==> config.mk <==
export PLATFORM = sky130hd
export DESIGN_NAME = uart_tx_word_sequencer
export DESIGN_NICKNAME = d
export VERILOG_FILES = /design/src/rtl/uart_tx_word_sequencer_pkg.sv /design/src/rtl/uart_tx_word_sequencer.sv
export SDC_FILE = /design/constraint.sdc
export NUM_CORES = 1
export LEC_CHECK = 0
export CAP_MARGIN = 40
export CORE_MARGIN = 2
export CORE_UTILIZATION = 40
export CTS_CLUSTER_DIAMETER = 200
export DETAILED_ROUTE_END_ITERATION = 12
export HOLD_SLACK_MARGIN = 0.1
export PLACE_DENSITY = 0.7
export SYNTH_ARGS = -nofsm -noshare
export SYNTH_HDL_FRONTEND = slang
export SYNTH_SLANG_ARGS = --single-unit
==> constraint.sdc <==
create_clock -name clk -period 1.6 [get_ports clk]
set_input_delay 0.32 -clock clk [delete_from_list [all_inputs] [get_ports clk]]
set_output_delay 0.32 -clock clk [all_outputs]
set_load 0.05 [all_outputs]
==> src/rtl/uart_tx_word_sequencer_pkg.sv <==
// Shared definitions for the UART word sequencer: state encoding, select width
// and the byte-index helpers that order bytes LSB-first or MSB-first.
package uart_tx_word_sequencer_pkg;

  localparam int SEL_W = 2;

  typedef enum logic [2:0] {
    ST_IDLE = 3'd0,
    ST_LOAD = 3'd1,
    ST_SEND = 3'd2,
    ST_WAIT = 3'd3,
    ST_GAP  = 3'd4,
    ST_DONE = 3'd5
  } state_e;

  function automatic logic [SEL_W-1:0] first_index(input int nbytes, input bit msb_first);
    logic [SEL_W-1:0] idx;
    idx = msb_first ? SEL_W'(nbytes - 1) : '0;
    return idx;
  endfunction

  function automatic logic [SEL_W-1:0] next_index(input logic [SEL_W-1:0] cur, input bit msb_first);
    logic [SEL_W-1:0] idx;
    idx = msb_first ? (cur - SEL_W'(1)) : (cur + SEL_W'(1));
    return idx;
  endfunction

endpackage

==> src/rtl/uart_tx_word_sequencer.sv <==
// Steps a latched 32-bit word through the TX byte mux one byte at a time,
// handshaking each byte with the UART transmitter.
module uart_tx_word_sequencer
  import uart_tx_word_sequencer_pkg::*;
#(
  parameter int NBYTES     = 4,
  parameter bit MSB_FIRST  = 1'b0,
  parameter int GAP_CYCLES = 0
) (
  input  logic             clk,
  input  logic             rst,
  input  logic             start,
  input  logic             tx_busy,
  input  logic             tx_done,
  output logic [SEL_W-1:0] sel,
  output logic             load_en,
  output logic             tx_start,
  output logic             busy,
  output logic             done
);

  state_e           state_q, state_d;
  logic [SEL_W-1:0] sel_q, sel_d;
  logic [SEL_W-1:0] cnt_q, cnt_d;
  logic [7:0]       gap_q, gap_d;
  logic             last_byte;

  assign last_byte = (cnt_q == SEL_W'(NBYTES - 1));
  assign sel       = sel_q;

  always_ff @(posedge clk or negedge rst) begin
    if (!rst) begin
      state_q <= ST_IDLE;
      sel_q   <= '0;
      cnt_q   <= '0;
      gap_q   <= '0;
    end else begin
      state_q <= state_d;
      sel_q   <= sel_d;
      cnt_q   <= cnt_d;
      gap_q   <= gap_d;
    end
  end

  // Outputs decode from state so an async reset clears them in the same cycle.
  always_comb begin
    state_d  = state_q;
    sel_d    = sel_q;
    cnt_d    = cnt_q;
    gap_d    = gap_q;
    load_en  = 1'b0;
    tx_start = 1'b0;
    busy     = 1'b1;
    done     = 1'b0;
    unique case (state_q)
      ST_IDLE: begin
        busy = 1'b0;
        if (start) begin
          state_d = ST_LOAD;
          sel_d   = first_index(NBYTES, MSB_FIRST);
          cnt_d   = '0;
        end
      end
      ST_LOAD: begin
        load_en = 1'b1;
        state_d = ST_SEND;
      end
      ST_SEND: begin
        if (!tx_busy) begin
          tx_start = 1'b1;
          state_d  = ST_WAIT;
        end
      end
      ST_WAIT: begin
        // The terminal compare comes first, so the byte counter never wraps.
        if (tx_done) begin
          if (last_byte) begin
            state_d = ST_DONE;
          end else begin
            sel_d = next_index(sel_q, MSB_FIRST);
            cnt_d = cnt_q + SEL_W'(1);
            if (GAP_CYCLES > 0) begin
              state_d = ST_GAP;
              gap_d   = 8'(GAP_CYCLES);
            end else begin
              state_d = ST_SEND;
            end
          end
        end
      end
      ST_GAP: begin
        if (gap_q == 8'd1) begin
          state_d = ST_SEND;
        end else begin
          gap_d = gap_q - 8'd1;
        end
      end
      ST_DONE: begin
        done    = 1'b1;
        state_d = ST_IDLE;
      end
      default: begin
        state_d = ST_IDLE;
      end
    endcase
  end

endmodule

==> results.sh <==
export IMPL_drt_iter0_drc=18
export IMPL_pwr_share_seq_pct=32.2
export IMPL_cp_arrival_ns=1.30
export IMPL_fin_ws_ns=-0.0219
export IMPL_fp_dieH_um=50.0
export IMPL_ys_warnings_count=0
export IMPL_use_met1_pct=20.5
export IMPL_cts_tree="built"
export IMPL_rows=16
export IMPL_synth_area_sq_um=845
export IMPL_ys_types=33
export IMPL_drive_gt1_share_pct=35.5
export IMPL_r2r_slack_ns=0.01
export IMPL_finalCritPeriodShare_pct=101
export IMPL_firstDrtPassIters=4
export IMPL_syn_to_final_growth_pct=36.9
export IMPL_period_needed_ns=1.62
export IMPL_worst_slew_margin_rel_pct=69.7
export IMPL_fillCellCount=161
export IMPL_hold_class="in2async"
export IMPL_grt_first_pass_wirelength_um=2900
export IMPL_synth_ff_latch_count=15
export IMPL_met2_usage_pct=23.6
export IMPL_htree_num_levels=1
export IMPL_first_global_vias=656
export IMPL_antenna_found_initial=0
export IMPL_syn_num_nets=96
export IMPL_maxCapViolations=0
export IMPL_skew_ns=0.00183
export IMPL_cts_num_sinks=15
export IMPL_power_density_nw_per_um2=1890
export IMPL_synth_top_area_share_pct=44.4
export IMPL_most_common_layout_cells="dfrtp_1 (13), buf_4 (10), nand2_1 (8)"
export IMPL_timing_rr_start="state_q[0]"
export IMPL_io_pins=11
export IMPL_power_total_uw=2180
export IMPL_tightest_slew_ns=0.450
export IMPL_cts_root_buf="clkbuf_4"
export IMPL_synthTopCellsByArea="dfrtp_1 (44%), ha_1 (4.4%), o21ai_0 (4.1%), a21oi_1 (3.6%), nand2_1 (3.6%)"
export IMPL_rsz0062_at_grt="true"
export IMPL_sw_frac_of_total_pct=42.3
export IMPL_netlist_instances=88
export IMPL_die_w_um=50.0
export IMPL_placed_cells=131
export IMPL_grt_busiest_layer="met2"
export IMPL_die_area_sq_um=2500
export IMPL_outcome="finished, violations left"
export IMPL_clkPwrFrac_pct=9.9
export IMPL_ir_drop_mv=1.06
export IMPL_leakage_uw=0.000507
export IMPL_fmax_mhz=617
export IMPL_criticalPathCategory="reg2out"
export IMPL_core_area_sq_um=1980
export IMPL_drc_errors=0
export IMPL_cts_buffer_depth=2
export IMPL_p_sw_uw=923
export IMPL_regToRegEndpoint="gap_q[3]"
export IMPL_instances_no_fill=137
export IMPL_fin_hold_ws_ns=0.337
export IMPL_power_frac_comb_pct=57.9
export IMPL_dp_final_hpwl_um=1220
export IMPL_start_kind="flip-flop"
export IMPL_antenna_left=0
export IMPL_numPortBuffers=10
export IMPL_nets=119
export IMPL_wl_per_cell_um=11.9
export IMPL_final_common_cell="dfrtp_1"
export IMPL_setup_viol=2
export IMPL_ys_seq_area_share_pct=44.4
export IMPL_cts_made_buffers=3
export IMPL_hold_viol=0
export IMPL_rr_worst_depth=5
export IMPL_worstSetupEndpointType="output port"
export IMPL_place_congestion=0.742
export IMPL_drt_vias_per_instance=5.06
export IMPL_num_vias=693
export IMPL_n_antenna_cell=0
export IMPL_clock_latency_ns=0.28
export IMPL_dpl_worst_slack_ns=-0.157
export IMPL_track_usage_pct=15.3
export IMPL_crit_path_max_fanout=6
export IMPL_grt_overflow=0
export IMPL_clk_pin_slew_ns=0.09
export IMPL_maxSlewViolCount=0
export IMPL_avgSynthCellArea_sq_um=9.60
export IMPL_initial_utilization_pct=42.6
export IMPL_ctsHoldBuffers=0
export IMPL_grt_start_max_net_pins=16
export IMPL_internal_power_uw=1260
export IMPL_grt_use_met3_pct=3.94
export IMPL_violations="negative setup slack"
export IMPL_cp_required_ns=1.28
export IMPL_synth_top_cell_by_area="dfrtp_1"
export IMPL_routed_wirelength_um=1630
stage by stage:
step / utilization [%] / TNS [ns] / cell area [sq um]
6_report: 58.3 / -0.0292 / 1160
2_1_floorplan: - / 0 / 862
3_3_place_gp: 54.2 / -0.231 / 1070
3_5_place_dp: 54.2 / -0.329 / 1070
5_1_grt: 58.3 / -0.502 / 1160
4_1_cts: 57.1 / -0.0806 / 1130
power by group through the flow:
| stage | Clock (uW) | Combinational, uW | Sequential, uW |
|---|---|---|---|
| global route | 250 | 1380 | 730 |
| global placement | 0 | 1160 | 697 |
| floorplan | 0 | 756 | 735 |
| detailed placement | 0 | 1180 | 705 |
| finish | 216 | 1260 | 703 |
| CTS | 227 | 1230 | 705 |
cells in the mapped netlist (all sizes together):
cell type	n
nor4	2
dfrtp	15
o21ai	8
nor3	5
or3	3
or3b	2
nand3	2
or4	1
buf	3
a31oi	1
nand4b	1
mux2	2
nor2b	3
nor2	6
nor3b	2
inv	4
a21o	1
a211o	1
ha	3
xor2	1
and3	1
nand2b	3
xnor2	3
a21oi	7
nand2	8
state kept, by name, indices dropped and copies added (netlist names):
signal,count
state_q,3
sel,2
gap_q,8
cnt_q,2
timing repair:
action,4_1_cts,5_1_grt
setup buffers,1,1
gates resized for setup,7,7
hold endpoints to repair,0,0
pin swaps,1,0
setup endpoints to repair,4,7
per-layer routing:
layer  routed length (um)  up-vias
met4                    0        0
met3                   43        0
met5                    0        -
met2                  806        9
met1                  781      328
li1                     -      356
layout make-up:
class                      instances  area [sq um]  area share [%]
clock buffer                       4          26.3            2.27
sequential                        15           378            32.7
timing repair buffer              21           223            19.3
inverter                           4          15.0            1.30
tap                               27          33.8            2.92
multi-input combinational         66           480            41.6
worst max path at each step:
stage	from	end	slack, ns	cells past startpoint
final	state_q[2]	busy	-0.02	3
after global routing	state_q[1]	busy	-0.08	2
after CTS	state_q[2]	busy	-0.03	3
after detailed placement	start	sel[1]	-0.16	5
after global placement	start	sel[1]	-0.11	5
after floorplan	gap_q[3]	gap_q[7]	0.07	4
worst max-delay path: stages (launching register included):
cell and delay, ns:
dfrtp_1 0.40, buf_6 0.14, or3_4 0.32, buf_6 0.16
kinds of logic after synthesis:
logic type / synth area share (%)
AND/OR/NAND/NOR: 27.7
AO/OA/AOI/OAI: 12.0
flip-flops: 44.4
buffers and inverters: 4.59
XOR/XNOR: 4.15
adder cells (fa/ha/maj): 4.44
multiplexers: 2.67
Note: power is estimated with default switching activity, not from simulation.
